--- config.mk ---
export PLATFORM = sky130hd
export DESIGN_NAME = btn_conditioner_flat
export DESIGN_NICKNAME = d
export VERILOG_FILES = /design/src/rtl/btn_pkg.sv /design/src/rtl/btn_conditioner_if.sv /design/src/rtl/btn_channel.sv /design/src/rtl/btn_conditioner.sv /design/src/flat_wrapper.sv
export SDC_FILE = /design/constraint.sdc
export NUM_CORES = 1
export LEC_CHECK = 0
export BUFFER_PORTS_ARGS = -buffer_cell sky130_fd_sc_hd__buf_4
export CORE_ASPECT_RATIO = 0.6
export CORE_MARGIN = 1
export CORE_UTILIZATION = 60
export CTS_CLUSTER_SIZE = 10
export DETAILED_ROUTE_END_ITERATION = 7
export GPL_TIMING_DRIVEN = 0
export PLACE_DENSITY = 0.77
export SLEW_MARGIN = 20
export SYNTH_ARGS = -nofsm -noshare
export SYNTH_HDL_FRONTEND = slang
export SYNTH_SLANG_ARGS = --single-unit
--- constraint.sdc ---
create_clock -name CLK100MHZ -period 6.35 [get_ports CLK100MHZ]
set_input_delay 0 -clock CLK100MHZ [delete_from_list [all_inputs] [get_ports CLK100MHZ]]
set_output_delay 0 -clock CLK100MHZ [all_outputs]
set_load 0.005 [all_outputs]
--- src/rtl/btn_pkg.sv ---
// Shared types and default timing constants for the push-button conditioner.
package btn_pkg;

  // Per-channel hold tracking: released, held before long-press, auto-repeating.
  typedef enum logic [1:0] {
    IDLE = 2'd0,
    DOWN = 2'd1,
    RPT  = 2'd2
  } btn_state_t;

  // Defaults assume a 100 MHz system clock.
  localparam int DEBOUNCE_CYCLES_DEF = 1_000_000;  // 10 ms
  localparam int LONG_CYCLES_DEF     = 50_000_000; // 0.5 s
  localparam int REPEAT_CYCLES_DEF   = 10_000_000; // 0.1 s

  // Larger of two integers, used to size the shared hold counter.
  function automatic int max_int(input int a, input int b);
    return (a > b) ? a : b;
  endfunction

endpackage

--- src/rtl/btn_conditioner_if.sv ---
// Bundle of raw button pins and the conditioned level/strobe outputs.
// master: the side that owns the pins and consumes the strobes.
// slave:  the conditioner itself.
interface btn_conditioner_if #(
  parameter int N_BTN = 3
);
  logic [N_BTN-1:0] BTN;
  logic [N_BTN-1:0] BTN_LEVEL;
  logic [N_BTN-1:0] BTN_PRESS;
  logic [N_BTN-1:0] BTN_RELEASE;
  logic [N_BTN-1:0] BTN_LONG;
  logic [N_BTN-1:0] BTN_REPEAT;

  modport master (
    output BTN,
    input  BTN_LEVEL, BTN_PRESS, BTN_RELEASE, BTN_LONG, BTN_REPEAT
  );

  modport slave (
    input  BTN,
    output BTN_LEVEL, BTN_PRESS, BTN_RELEASE, BTN_LONG, BTN_REPEAT
  );
endinterface

--- src/rtl/btn_channel.sv ---
// One button: 2-FF synchronizer, debounce counter and press/long/repeat FSM.
// Every output is a flop; nothing from btn_raw_i reaches an output combinationally.
module btn_channel
  import btn_pkg::*;
#(
  parameter int DEBOUNCE_CYCLES = DEBOUNCE_CYCLES_DEF,
  parameter int LONG_CYCLES     = LONG_CYCLES_DEF,
  parameter int REPEAT_CYCLES   = REPEAT_CYCLES_DEF
) (
  input  logic clk,
  input  logic rst,
  input  logic btn_raw_i,
  output logic level_o,
  output logic press_o,
  output logic release_o,
  output logic long_o,
  output logic repeat_o
);

  localparam int DW = $clog2(DEBOUNCE_CYCLES);
  localparam int HW = $clog2(max_int(LONG_CYCLES, REPEAT_CYCLES));

  localparam logic [DW-1:0] DEB_LAST  = DW'(DEBOUNCE_CYCLES - 1);
  localparam logic [HW-1:0] LONG_LAST = HW'(LONG_CYCLES - 1);
  localparam logic [HW-1:0] RPT_LAST  = HW'(REPEAT_CYCLES - 1);

  logic          sync1_q, sync2_q;
  logic [DW-1:0] deb_cnt_q, deb_cnt_d;
  logic          level_q, level_d;
  logic          deb_rise, deb_fall;

  btn_state_t    state_q, state_d;
  logic [HW-1:0] hold_cnt_q, hold_cnt_d;
  logic          press_q, press_d;
  logic          release_q, release_d;
  logic          long_q, long_d;
  logic          repeat_q, repeat_d;

  // Bring the asynchronous pin into the clock domain.
  always_ff @(posedge clk or posedge rst) begin
    if (rst) begin
      sync1_q <= 1'b0;
      sync2_q <= 1'b0;
    end else begin
      sync1_q <= btn_raw_i;
      sync2_q <= sync1_q;
    end
  end

  // Count consecutive disagreeing cycles; any agreeing cycle restarts the count.
  always_comb begin
    deb_cnt_d = '0;
    level_d   = level_q;
    deb_rise  = 1'b0;
    deb_fall  = 1'b0;
    if (sync2_q != level_q) begin
      if (deb_cnt_q == DEB_LAST) begin
        level_d  = sync2_q;
        deb_rise = sync2_q;
        deb_fall = ~sync2_q;
      end else begin
        deb_cnt_d = deb_cnt_q + 1'b1;
      end
    end
  end

  // Debounce state: counter and accepted level.
  always_ff @(posedge clk or posedge rst) begin
    if (rst) begin
      deb_cnt_q <= '0;
      level_q   <= 1'b0;
    end else begin
      deb_cnt_q <= deb_cnt_d;
      level_q   <= level_d;
    end
  end

  // Hold FSM next state; an accepted fall pre-empts a LONG/REPEAT threshold.
  always_comb begin
    state_d    = state_q;
    hold_cnt_d = hold_cnt_q;
    press_d    = 1'b0;
    release_d  = 1'b0;
    long_d     = 1'b0;
    repeat_d   = 1'b0;
    case (state_q)
      IDLE: begin
        hold_cnt_d = '0;
        if (deb_rise) begin
          state_d = DOWN;
          press_d = 1'b1;
        end
      end
      DOWN: begin
        if (deb_fall) begin
          state_d    = IDLE;
          hold_cnt_d = '0;
          release_d  = 1'b1;
        end else if (hold_cnt_q == LONG_LAST) begin
          state_d    = RPT;
          hold_cnt_d = '0;
          long_d     = 1'b1;
        end else begin
          hold_cnt_d = hold_cnt_q + 1'b1;
        end
      end
      RPT: begin
        if (deb_fall) begin
          state_d    = IDLE;
          hold_cnt_d = '0;
          release_d  = 1'b1;
        end else if (hold_cnt_q == RPT_LAST) begin
          hold_cnt_d = '0;
          repeat_d   = 1'b1;
        end else begin
          hold_cnt_d = hold_cnt_q + 1'b1;
        end
      end
      default: begin
        state_d    = IDLE;
        hold_cnt_d = '0;
      end
    endcase
  end

  // Hold FSM state, counter and registered strobes.
  always_ff @(posedge clk or posedge rst) begin
    if (rst) begin
      state_q    <= IDLE;
      hold_cnt_q <= '0;
      press_q    <= 1'b0;
      release_q  <= 1'b0;
      long_q     <= 1'b0;
      repeat_q   <= 1'b0;
    end else begin
      state_q    <= state_d;
      hold_cnt_q <= hold_cnt_d;
      press_q    <= press_d;
      release_q  <= release_d;
      long_q     <= long_d;
      repeat_q   <= repeat_d;
    end
  end

  assign level_o   = level_q;
  assign press_o   = press_q;
  assign release_o = release_q;
  assign long_o    = long_q;
  assign repeat_o  = repeat_q;

endmodule

--- src/rtl/btn_conditioner.sv ---
// Push-button conditioner: N_BTN independent debounce/hold channels.
module btn_conditioner
  import btn_pkg::*;
#(
  parameter int N_BTN           = 3,
  parameter int DEBOUNCE_CYCLES = DEBOUNCE_CYCLES_DEF,
  parameter int LONG_CYCLES     = LONG_CYCLES_DEF,
  parameter int REPEAT_CYCLES   = REPEAT_CYCLES_DEF
) (
  input logic              CLK100MHZ,
  input logic              RST,
  btn_conditioner_if.slave bus
);

  // Counters compare against N-1 and need at least one bit of range.
  if (DEBOUNCE_CYCLES < 2 || LONG_CYCLES < 2 || REPEAT_CYCLES < 2) begin : g_param_check
    $error("btn_conditioner: DEBOUNCE_CYCLES, LONG_CYCLES and REPEAT_CYCLES must be >= 2");
  end

  logic [N_BTN-1:0] level_w;
  logic [N_BTN-1:0] press_w;
  logic [N_BTN-1:0] release_w;
  logic [N_BTN-1:0] long_w;
  logic [N_BTN-1:0] repeat_w;

  for (genvar gi = 0; gi < N_BTN; gi++) begin : g_ch
    btn_channel #(
      .DEBOUNCE_CYCLES (DEBOUNCE_CYCLES),
      .LONG_CYCLES     (LONG_CYCLES),
      .REPEAT_CYCLES   (REPEAT_CYCLES)
    ) u_channel (
      .clk       (CLK100MHZ),
      .rst       (RST),
      .btn_raw_i (bus.BTN[gi]),
      .level_o   (level_w[gi]),
      .press_o   (press_w[gi]),
      .release_o (release_w[gi]),
      .long_o    (long_w[gi]),
      .repeat_o  (repeat_w[gi])
    );
  end

  assign bus.BTN_LEVEL   = level_w;
  assign bus.BTN_PRESS   = press_w;
  assign bus.BTN_RELEASE = release_w;
  assign bus.BTN_LONG    = long_w;
  assign bus.BTN_REPEAT  = repeat_w;

endmodule

--- src/flat_wrapper.sv ---
// flat-port wrapper written by rule: the top's interface ports become plain ports
module btn_conditioner_flat import btn_pkg::*;
#(
  parameter int N_BTN           = 3,
  parameter int DEBOUNCE_CYCLES = DEBOUNCE_CYCLES_DEF,
  parameter int LONG_CYCLES     = LONG_CYCLES_DEF,
  parameter int REPEAT_CYCLES   = REPEAT_CYCLES_DEF
)
  (CLK100MHZ, RST, bus_BTN, bus_BTN_LEVEL, bus_BTN_PRESS, bus_BTN_RELEASE, bus_BTN_LONG, bus_BTN_REPEAT);
  btn_conditioner_if #(.N_BTN(N_BTN)) bus_i ();
  input logic CLK100MHZ;
  input logic RST;
  input wire logic [$bits(bus_i.BTN)-1:0] bus_BTN;
  output wire logic [$bits(bus_i.BTN_LEVEL)-1:0] bus_BTN_LEVEL;
  output wire logic [$bits(bus_i.BTN_PRESS)-1:0] bus_BTN_PRESS;
  output wire logic [$bits(bus_i.BTN_RELEASE)-1:0] bus_BTN_RELEASE;
  output wire logic [$bits(bus_i.BTN_LONG)-1:0] bus_BTN_LONG;
  output wire logic [$bits(bus_i.BTN_REPEAT)-1:0] bus_BTN_REPEAT;
  assign bus_i.BTN = bus_BTN;
  assign bus_BTN_LEVEL = bus_i.BTN_LEVEL;
  assign bus_BTN_PRESS = bus_i.BTN_PRESS;
  assign bus_BTN_RELEASE = bus_i.BTN_RELEASE;
  assign bus_BTN_LONG = bus_i.BTN_LONG;
  assign bus_BTN_REPEAT = bus_i.BTN_REPEAT;
  btn_conditioner #(.N_BTN(N_BTN), .DEBOUNCE_CYCLES(DEBOUNCE_CYCLES), .LONG_CYCLES(LONG_CYCLES), .REPEAT_CYCLES(REPEAT_CYCLES)) u_core (.CLK100MHZ(CLK100MHZ), .RST(RST), .bus(bus_i));
endmodule
==> qor.yml, run 1 <==
status: "completed"
fmaxAchievable_mhz: 325.5
numCtsBuffers: 17
grt_pass1_vias: 6239
ir_drop_uv: 171.5
leakagePower_nw: 3.835
maxSlewHeadroom_pct: 47.04
firstDrtPassIters: 5
syn_area_um2: 8319
cts-htree-levels: 4
place_congestion: 0.8851
synth_cell_types: 48
use_met1_pct: 37.60
hold_class: "in -> async"
power.share.clock_pct: 47.5
met3_usage_pct: 4.449
synthesis.nets: 884
nFillCells: 964
switching_share_pct: 21.05
die_w_um: 154.0
internal_power_mw: 1.667
design.core.area_um2: 13170
crit_type: "reg -> reg"
setup_tns_ns: 0
cp_max_fo: 10
hold_viol_final: 0
p_per_area_nw_per_um2: 226.6
setup_ws_ns: 3.278
drtIter0Drc: 448
syn2layout_area_growth_pct: 12.02
dp.final_hpwl_mm: 11.87
clock_path_buffers: 2
fin_skew_ns: 0.01587
start_util_pct: 63.16
cp.arrival_ns: 3.36
die_area_um2: 14360
grt_pass1_wl_mm: 30.19
num_io_pins: 20
holdWs_ns: 0.1864
cts_setup_buffers: 0
regToRegEndpoint: "u_core.g_ch[1].u_channel.hold_cnt_q[9]"
ys_seq_area_share_pct: 49.63
io_buffers: 19
clock-sinks: 165
dr_total_vias: 6408
ys_async_sr_fraction_pct: 100.0
drive_gt1_share_pct: 8.624
worst_pin_slew_ns: 0.7884
fin_crit_ns: 3.072
grt_max_degree: 95
antenna_found_initial: 0
root_buffer: "clkbuf_16"
clock_latency_ns: 0.42
clk_pin_slew_ns: 0.06
drv_cap: 0
cp-start-kind: "flop"
wl_mm: 17.49
grtUsageTotal_pct: 26.55
antenna_left: 0
die_h_um: 93.21
synthFlopType: "dfrtp_1"
synth_edf_count: 0
post-place-ws_ns: 3.340
diodes: 0
avgSynthCellArea_um2: 9.662
required_ns: 6.63
drt_drc_violations_left: 0
final_nets: 927
period_share_pct: 48.38
combPwrFrac_pct: 2.1
cts_tree: "done"
syn_inst: 861
netSwitchingPower_uw: 444.5
p_seq_share_pct: 50.4
use_met2_pct: 42.16
r2r-start: "u_core.g_ch[1].u_channel.deb_cnt_q[8]"
r2r_slack_ns: 3.28
end_kind: "flop"
ys.warnings.count: 0
rsz0062_at_grt: "no"
reg2reg_depth: 6
ys_ff_latch: 165
finalSetupViolCount: 0
rows: 32
wire_per_inst_um: 16.11
busiest_layer: "met2"
finalMaxSlewViolations: 0
grt.overflow.total: 0
viasPerCell: 5.901
==> power groups by stage <==
stage	clock, mW	combinational, mW	sequential (mW)
2_1_floorplan	0	0.0288	1.08
3_3_place_gp	0	0.0388	1.08
3_5_place_dp	0	0.0442	1.08
4_1_cts	1.02	0.0463	1.06
5_1_grt	1.07	0.0518	1.06
6_report	1.00	0.0444	1.06
==> per-layer routing <==
metal,share of wire (%),routed length (um),vias to the layer above
li1,-,-,3024
met4,1.4,238,0
met1,47,8263,3150
met3,4.9,861,29
met2,46,8130,205
met5,0,0,-
==> cell usage in the layout, fill, tap and decap left out, types with 26 or more instances in the layout <==
| master | Yosys | final |
|---|---|---|
| and3_1 | 26 | 26 |
| nor2_1 | 166 | 166 |
| nand4_1 | 34 | 34 |
| inv_1 | 30 | 29 |
| buf_4 | 17 | 36 |
| xor2_1 | 49 | 49 |
| xnor2_1 | 77 | 77 |
| dfrtp_1 | 165 | 165 |
| nand3_1 | 54 | 54 |
| nand2_1 | 58 | 58 |
| nor3_1 | 38 | 38 |
==> cells by family after synthesis <==
| group | Yosys count | share of synthesized area, % |
|---|---|---|
| compound gates | 27 | 2.497 |
| xor+xnor | 126 | 13.27 |
| fa+ha+maj | 18 | 2.707 |
| buf+inv | 60 | 3.474 |
| flops | 165 | 49.63 |
| mux | 2 | 0.2707 |
| simple gates | 463 | 28.15 |
==> registers in the layout (all words and copies together) (netlist names) <==
name / cells
u_core.g_ch.u_channel.state_q: 6
u_core.g_ch.u_channel.deb_cnt_q: 60
u_core.g_ch.u_channel.level_o: 3
u_core.g_ch.u_channel.sync2_q: 3
u_core.g_ch.u_channel.hold_cnt_q: 78
u_core.g_ch.u_channel.long_o: 3
u_core.g_ch.u_channel.press_o: 3
u_core.g_ch.u_channel.sync1_q: 3
u_core.g_ch.u_channel.release_o: 3
u_core.g_ch.u_channel.repeat_o: 3
==> how the worst max path moves through the flow <==
stage / start / endpoint / slack [ns] / cells past startpoint
after floorplan: RST / u_core.g_ch[0].u_channel.deb_cnt_q[0] / 1.89 / 1
after global placement: RST / u_core.g_ch[0].u_channel.hold_cnt_q[22] / 0.34 / 2
after detailed placement: u_core.g_ch[1].u_channel.deb_cnt_q[8] / u_core.g_ch[1].u_channel.hold_cnt_q[9] / 3.34 / 6
after CTS: u_core.g_ch[1].u_channel.deb_cnt_q[8] / u_core.g_ch[1].u_channel.hold_cnt_q[17] / 3.28 / 6
after global routing: u_core.g_ch[1].u_channel.deb_cnt_q[8] / u_core.g_ch[1].u_channel.hold_cnt_q[15] / 3.04 / 6
final: u_core.g_ch[1].u_channel.deb_cnt_q[8] / u_core.g_ch[1].u_channel.hold_cnt_q[9] / 3.28 / 6
==> critical path: stages, from the launching register on <==
cell and delay, ns:
dfrtp_1 0.43, or4b_2 0.70, nor4_1 0.59, nand3b_1 0.25, o211ai_1 0.43, clkbuf_1 0.43
nor2_1 0.10
==> area by class of cell <==
type | instances | area (um2) | share of cell area [%]
plain buffers | 30 | 176.4 | 1.893
flip-flops and latches | 165 | 4129 | 44.31
repair buffers | 24 | 210.2 | 2.256
multi-input cells | 636 | 3901 | 41.86
clock inverters | 8 | 101.3 | 1.088
clock buffers | 23 | 467.9 | 5.021
inverters | 30 | 120.1 | 1.289
well taps | 170 | 212.7 | 2.282
==> repair_timing <==
action / CTS / global route
hold buffers: 4 / 0
gates resized for setup: 0 / 0
endpoints found under the hold margin: 74 / 0
==> metrics by stage <==
stage | cells | instance area, um2 | power, mW | utilization, %
6_report | 1086 | 9319 | 2.112 | 70.74
5_1_grt | 1086 | 9319 | 2.182 | 70.74
4_1_cts | 1086 | 9319 | 2.132 | 70.74
3_5_place_dp | 1051 | 8710 | 1.127 | 66.12
3_3_place_gp | 1050 | 8675 | 1.122 | 65.85
2_1_floorplan | 861 | 8319 | 1.111 | -
==> synthesized netlist by cell type (4+ instances only) <==
library cell / count / area (um2)
or2_2: 4 / 25.02
nand4_1: 34 / 212.7
or4_1: 5 / 37.54
inv_1: 30 / 112.6
or3_1: 4 / 25.02
buf_4: 17 / 127.6
nor4_1: 18 / 112.6
xor2_1: 49 / 429.2
nor2_1: 166 / 623.1
clkbuf_1: 13 / 48.80
nor4bb_1: 6 / 60.06
and3_1: 26 / 162.7
dfrtp_1: 165 / 4129
xnor2_1: 77 / 674.4
nand2_1: 58 / 217.7
and2_1: 6 / 37.54
nor3_1: 38 / 190.2
and4_1: 14 / 122.6
nand4b_1: 4 / 35.03
o211ai_1: 4 / 30.03
nand2b_1: 5 / 31.28
ha_1: 18 / 225.2
o21ai_0: 4 / 20.02
nand3_1: 54 / 270.3
Note: power is estimated with default switching activity, not from simulation.
==> inputs of run 2 (changes only) <==
--- a/config.mk
+++ b/config.mk
@@ -8,7 +8,7 @@
 export BUFFER_PORTS_ARGS = -buffer_cell sky130_fd_sc_hd__buf_4
 export CORE_ASPECT_RATIO = 0.6
 export CORE_MARGIN = 1
-export CORE_UTILIZATION = 60
+export CORE_UTILIZATION = 57
 export CTS_CLUSTER_SIZE = 10
 export DETAILED_ROUTE_END_ITERATION = 7
 export GPL_TIMING_DRIVEN = 0
==> constraint.sdc (replaced) <==
create_clock -name CLK100MHZ -period 2.7 [get_ports CLK100MHZ]
set_input_delay 0 -clock CLK100MHZ [delete_from_list [all_inputs] [get_ports CLK100MHZ]]
set_output_delay 0 -clock CLK100MHZ [all_outputs]
set_load 0.005 [all_outputs]
==> run 2 against run 1 <==
  * Fmax rose by 17%
  * Final area rose by 2.8%
  * Sequential share of layout area fell by 1.2 points
  * Routed wire length fell by 3.6%
  * Worst setup slack got worse by 3.2 ns
  * Hold slack got worse by 0.071 ns
  * Sequential cell count did not move
  * Clock skew fell by 0.0038 ns
  * Core utilization fell by 2.1 points
  * Non-clock buffer count rose by 12
  * Combinational power rose to 2.8 times the previous value
  * Sequential power rose by 140%
  * Critical endpoint is now u_core.g_ch[2].u_channel.state_q[0]
  * Largest power group unchanged
==> qor.yml, run 2 (same netlist as run 1, synthesis figures left out) <==
status: "completed"
dr_total_vias: 6187  # -3.4%
numCtsBuffers: 17  # unchanged
diodes: 0  # unchanged
power.share.clock_pct: 47.2  # -0.3 points
num_io_pins: 20  # unchanged
finalSetupViolCount: 0  # unchanged
clk_pin_slew_ns: 0.07  # about the same
drt_drc_violations_left: 0  # unchanged
cp_slowest_cell: "or4_4"
largest_reg_flops: 78  # unchanged
viasPerCell: 5.519  # -6.5%
hold_class: "in -> async"
cp.arrival_ns: 2.97  # -0.39 ns
grt_max_degree: 35  # -63%
cp-start-kind: "flop"
drtIter0Drc: 513  # +15%
stdcell_area_um2: 9583  # +2.8%
wire_per_inst_um: 15.04  # -6.6%
combPwrFrac_pct: 2.5  # +0.4 points
cts-htree-levels: 4  # unchanged
fmaxAchievable_mhz: 380.6  # +17%
clock-sinks: 165  # unchanged
hold_viol_final: 0  # unchanged
layout_common_cells: "nor2_1, dfrtp_1, xnor2_1"
die_area_um2: 15100  # +5.2%
period_share_pct: 97.31  # +49 points
required_ns: 3.04  # -3.59 ns
firstDrtPassIters: 5  # unchanged
io_buffers: 19  # unchanged
grt_pass1_wl_mm: 28.90  # -4.3%
p_seq_share_pct: 50.3  # about the same
slowest_delay_ns: 0.59  # -0.11 ns
fin_crit_ns: 2.627  # -0.4449 ns
clock_latency_ns: 0.42  # about the same
top_register: "u_core.g_ch.u_channel.hold_cnt_q"
root_buffer: "clkbuf_16"
maxSlewHeadroom_pct: 41.53  # -5.5 points
antenna_found_initial: 0  # unchanged
die_w_um: 158.0  # +2.6%
antenna_left: 0  # unchanged
syn2layout_area_growth_pct: 15.19
cp_max_fo: 5  # -5
worst_pin_slew_ns: 0.8690  # +0.08058 ns
reg2reg_depth: 5  # -1
layout_top_registers: "u_core.g_ch.u_channel.hold_cnt_q (78), u_core.g_ch.u_channel.deb_cnt_q (60), u_core.g_ch.u_channel.state_q (6)"
setup_tns_ns: 0  # unchanged
place_congestion: 0.8166  # -7.7%
fin_skew_ns: 0.01206  # -0.003809 ns
end_kind: "flop"
die_h_um: 95.58  # +2.5%
design.core.area_um2: 13960  # +5.9%
grtUsageTotal_pct: 24.83  # -1.7 points
dp.final_hpwl_mm: 11.87  # about the same
switching_share_pct: 22.34  # +1.3 points
dpl_cell_area_um2: 8848  # +1.6%
r2r-start: "u_core.g_ch[2].u_channel.hold_cnt_q[16]"
netSwitchingPower_mw: 1.111  # +150%
start_util_pct: 59.61  # -3.5 points
wl_mm: 16.86  # -3.6%
final_nets: 939  # +1.3%
regToRegEndpoint: "u_core.g_ch[2].u_channel.state_q[0]"
clock_path_buffers: 2  # unchanged
final_common_cell: "nor2_1"
grt.overflow.total: 0  # unchanged
path_cells: "or4bb_1, or4_4, o41a_1, or4_1, a22oi_1"
leakagePower_nw: 3.955  # +3.1%
drive_gt1_share_pct: 11.41  # +2.8 points
crit_type: "reg -> reg"
internal_power_mw: 3.862  # +130%
p_per_area_nw_per_um2: 518.9  # +130%
cts_tree: "done"
rsz0062_at_grt: "yes"
r2r_slack_ns: 0.07  # -3.21 ns
finalMaxSlewViolations: 0  # unchanged
grt_pass1_vias: 5801  # -7.0%
power_mw: 4.972  # +140%
rows: 33  # +3.1%
drv_cap: 0  # unchanged
ir_drop_uv: 343.0  # +100%
## run 2: changes by cell type in the layout (fill, tap and decap cells not counted), sizes merged
cell	change
buf	+14
clkbuf	-6
inv	+3
clkinv	+2
bufinv	-1
clkinvlp	+1
## run 2: cell type report
type	instances	area, um2
clock buffer	19	452.9
timing repair buffer	38	412.9
multi-input combinational	636	3925
buffer	28	182.7
clock inverter	13	123.9
fill	1073	4373
sequential	165	4129
inverter	30	116.4
tap	192	240.2
## run 2: worst max-delay path: cells and delay by family (launching register included)
family | cells | cell delay [ns]
AND/OR/NAND/NOR | 3 | 1.59
AO/OA/AOI/OAI | 2 | 0.55
flip-flops | 1 | 0.42
## run 2: metal layers
| metal | GRT usage [%] | routed length [um] | vias to the layer above |
|---|---|---|---|
| met4 | 6.490 | 136 | 0 |
| met5 | 0 | 0 | - |
| met2 | 32.93 | 6723 | 152 |
| met3 | 5.182 | 830 | 11 |
| li1 | - | - | 3053 |
| met1 | 40.12 | 9168 | 2971 |
## run 2: power by group through the flow
| stage | Sequential [mW] | Clock [mW] | Combinational, mW |
|---|---|---|---|
| finish | 2.50 | 2.35 | 0.123 |
| global route | 2.50 | 2.50 | 0.141 |
| CTS | 2.50 | 2.38 | 0.127 |
| detailed placement | 2.55 | 0 | 0.122 |
| global placement | 2.55 | 0 | 0.0940 |
| floorplan | 2.54 | 0 | 0.0682 |
## run 2: what timing repair did
item                                    CTS  global route
pin swaps                                 3             2
hold buffers                              4             0
cloned                                    0             2
setup buffers                             1             6
endpoints found under the hold margin    69             0
endpoints found under the setup margin   62            94
gates resized for setup                   7            12
## run 2: how the worst max path moves through the flow
stage	slack, ns	startpoint	cells past startpoint	end
2_1_floorplan	0.13	u_core.g_ch[2].u_channel.hold_cnt_q[16]	5	u_core.g_ch[2].u_channel.state_q[0]
3_3_place_gp	-0.40	RST	2	u_core.g_ch[1].u_channel.deb_cnt_q[13]
3_5_place_dp	-0.35	u_core.g_ch[1].u_channel.deb_cnt_q[8]	6	u_core.g_ch[1].u_channel.hold_cnt_q[13]
4_1_cts	0.008	u_core.g_ch[1].u_channel.deb_cnt_q[8]	6	u_core.g_ch[1].u_channel.hold_cnt_q[10]
5_1_grt	-0.04	u_core.g_ch[1].u_channel.deb_cnt_q[8]	7	u_core.g_ch[1].u_channel.hold_cnt_q[15]
6_report	0.07	u_core.g_ch[2].u_channel.hold_cnt_q[16]	5	u_core.g_ch[2].u_channel.state_q[0]
## run 2: per-stage QoR
step	util [%]	hold slack [ns]	instances	worst slack [ns]
after floorplan	-	0.03143	861	0.1312
after global placement	62.38	0.1100	1072	-0.4010
after detailed placement	63.40	0.008489	1078	-0.3516
after CTS	68.07	0.1125	1114	0.007962
after global routing	68.67	0.1484	1121	-0.03937
final	68.67	0.1158	1121	0.07273
==> inputs of run 3 (changes only) <==
--- a/config.mk
+++ b/config.mk
@@ -13,6 +13,7 @@
 export DETAILED_ROUTE_END_ITERATION = 7
 export GPL_TIMING_DRIVEN = 0
 export PLACE_DENSITY = 0.77
+export SETUP_SLACK_MARGIN = 0.1
 export SLEW_MARGIN = 20
 export SYNTH_ARGS = -nofsm -noshare
 export SYNTH_HDL_FRONTEND = slang
==> constraint.sdc (replaced) <==
create_clock -name CLK100MHZ -period 2.7 [get_ports CLK100MHZ]
set_input_delay 0 -clock CLK100MHZ [delete_from_list [all_inputs] [get_ports CLK100MHZ]]
set_output_delay 0 -clock CLK100MHZ [all_outputs]
set_load 0.02 [all_outputs]
==> run 3 against run 2 <==
  * Count of clock-buffer cells in the layout unchanged
  * Largest cell class unchanged
  * Clock skew down 0.0016 ns
  * Core utilization rose by 0.090 points
  * Critical endpoint is now u_core.g_ch[2].u_channel.hold_cnt_q[0]
  * Cell count shrank 0.18%
==> qor.yml, run 3 (same netlist as run 1, synthesis figures left out) <==
diodes: 0  # unchanged
drv_cap: 0  # unchanged
cts-htree-levels: 4  # unchanged
setup_tns_ns: 0  # unchanged
cts_tree: "done"
cp.arrival_ns: 2.92  # -0.05 ns
required_ns: 3.01  # -0.03 ns
multiInputGateArea_um2: 3975  # +1.3%
largest_reg_flops: 78  # unchanged
power_mw: 4.977  # +0.10%
drt_drc_violations_left: 0  # unchanged
wl_mm: 16.93  # +0.43%
status: "completed"
final_common_cell: "dfrtp_1"
die_w_um: 158.0  # unchanged
grt_pass1_wl_mm: 29.15  # +0.86%
layout_common_cells: "dfrtp_1, nor2_1, xnor2_1"
antenna_found_initial: 0  # unchanged
top_register: "u_core.g_ch.u_channel.hold_cnt_q"
finalSetupViolCount: 0  # unchanged
slowest_delay_ns: 0.59  # about the same
clock_path_buffers: 2  # unchanged
drtIter0Drc: 571  # +11%
grt_max_degree: 35  # unchanged
cp-start-kind: "flop"
end_kind: "flop"
num_io_pins: 20  # unchanged
clock_latency_ns: 0.42  # about the same
p_per_area_nw_per_um2: 518.7  # about the same
leakagePower_nw: 3.954  # about the same
dp.final_hpwl_mm: 11.87  # unchanged
dr_total_vias: 6252  # +1.1%
grtUsageTotal_pct: 25.07  # +0.23 points
layout_top_registers: "u_core.g_ch.u_channel.hold_cnt_q (78), u_core.g_ch.u_channel.deb_cnt_q (60), u_core.g_ch.u_channel.state_q (6)"
finalMaxSlewViolations: 0  # unchanged
period_share_pct: 96.83  # -0.47 points
die_h_um: 95.58  # unchanged
antenna_left: 0  # unchanged
viasPerCell: 5.587  # +1.2%
wire_per_inst_um: 15.13  # +0.61%
ir_drop_uv: 346.2  # +0.93%
seqCellArea_um2: 4129  # unchanged
fin_skew_ns: 0.01047  # -0.001586 ns
syn2layout_area_growth_pct: 15.34
crit_type: "reg -> reg"
rows: 33  # unchanged
start_util_pct: 59.61  # unchanged
nFillCells: 1065  # -0.75%
root_buffer: "clkbuf_16"
fin_crit_ns: 2.615  # -0.01275 ns
clk_pin_slew_ns: 0.07  # about the same
die_area_um2: 15100  # unchanged
clock-sinks: 165  # unchanged
design.core.area_um2: 13960  # unchanged
maxSlewHeadroom_pct: 43.64  # +2.1 points
stdcell_area_um2: 9595  # +0.13%
firstDrtPassIters: 6  # +1
fmaxAchievable_mhz: 382.5  # +0.49%
cp_slowest_cell: "or4_4"
grt.overflow.total: 0  # unchanged
place_congestion: 0.8166  # unchanged
hold_class: "in -> async"
hold_viol_final: 0  # unchanged
rsz0062_at_grt: "yes"
worst_pin_slew_ns: 0.8377  # -0.03131 ns
path_cells: "or4_1, or4_4, o41a_1, o211ai_4, buf_4, nor2_1"
final_nets: 937  # -0.21%
dpl_cell_area_um2: 8848  # unchanged
io_buffers: 19  # unchanged
drive_gt1_share_pct: 11.97  # +0.56 points
grt_pass1_vias: 5836  # +0.60%
numCtsBuffers: 17  # unchanged
cp_max_fo: 5  # unchanged
[run 3: cell types whose count changed in the layout (fill, tap and decap cells not counted), sizes merged]
cell | before | now
buf | 51 | 48
clkbuf | 30 | 31
[run 3: layout make-up]
class,count,area share [%]
sequential,165,43.03
clock inverter,13,1.291
tap,192,2.504
clock buffer,19,4.720
inverter,30,1.213
buffer,29,1.956
multi-input combinational,636,41.43
timing repair buffer,35,3.860
[run 3: final timing paths]
| path | startpoint | to | slack, ns | cells past startpoint |
|---|---|---|---|---|
| worst max-delay path | u_core.g_ch[2].u_channel.hold_cnt_q[11] | u_core.g_ch[2].u_channel.hold_cnt_q[0] | 0.09 | 6 |
| worst min-delay path | RST | u_core.g_ch[2].u_channel.hold_cnt_q[13] | 0.11 | 3 |
| worst max register to register | u_core.g_ch[2].u_channel.hold_cnt_q[11] | u_core.g_ch[2].u_channel.hold_cnt_q[0] | 0.09 | 6 |
| worst min register to register | u_core.g_ch[0].u_channel.sync1_q | u_core.g_ch[0].u_channel.sync2_q | 0.35 | 0 |
| max in group asynchronous | RST | u_core.g_ch[1].u_channel.deb_cnt_q[16] | 1.58 | 7 |
| min in group CLK100MHZ | bus_BTN[1] | u_core.g_ch[1].u_channel.sync1_q | 0.23 | 2 |
[run 3: through the flow]
stage	setup slack, ns	utilization, %	hold WS, ns	std cells
detailed placement	-0.3516	63.40	0.008489	1078
finish	0.08548	68.76	0.1131	1119
global placement	-0.4010	62.38	0.1100	1072
global route	0.03033	68.76	0.1483	1119
CTS	0.1128	68.42	0.1125	1120
floorplan	0.1312	-	0.03143	861
[run 3: per-layer routing]
layer | track usage [%] | wire length (um)
met1 | 40.57 | 8993
met3 | 5.091 | 1062
met5 | 0 | 0
met4 | 6.410 | 150
met2 | 33.33 | 6726
[run 3: critical path, delay by kind of cell, from the launching register on]
family / cells / cell delay [ns]
simple gates: 3 / 1.16
compound gates: 2 / 0.72
flops: 1 / 0.40
buf+inv: 1 / 0.22
[run 3: where the power goes]
| part | internal (mW) | switching [mW] | total, mW |
|---|---|---|---|
| sequential | 2.49 | 0.0148 | 2.50 |
| combinational | 0.0445 | 0.0792 | 0.124 |
| clock | 1.33 | 1.02 | 2.35 |
| total | 3.86 | 1.12 | 4.98 |
[run 3: timing repair]
| action | in CTS | in global routing |
|---|---|---|
| endpoints found under the hold margin | 69 | 0 |
| setup endpoints to repair | 93 | 87 |
| hold buffers | 4 | 0 |
| buffers inserted | 5 | 0 |
| resized for setup | 13 | 12 |
| pin swaps | 7 | 6 |
| gates cloned | 1 | 0 |
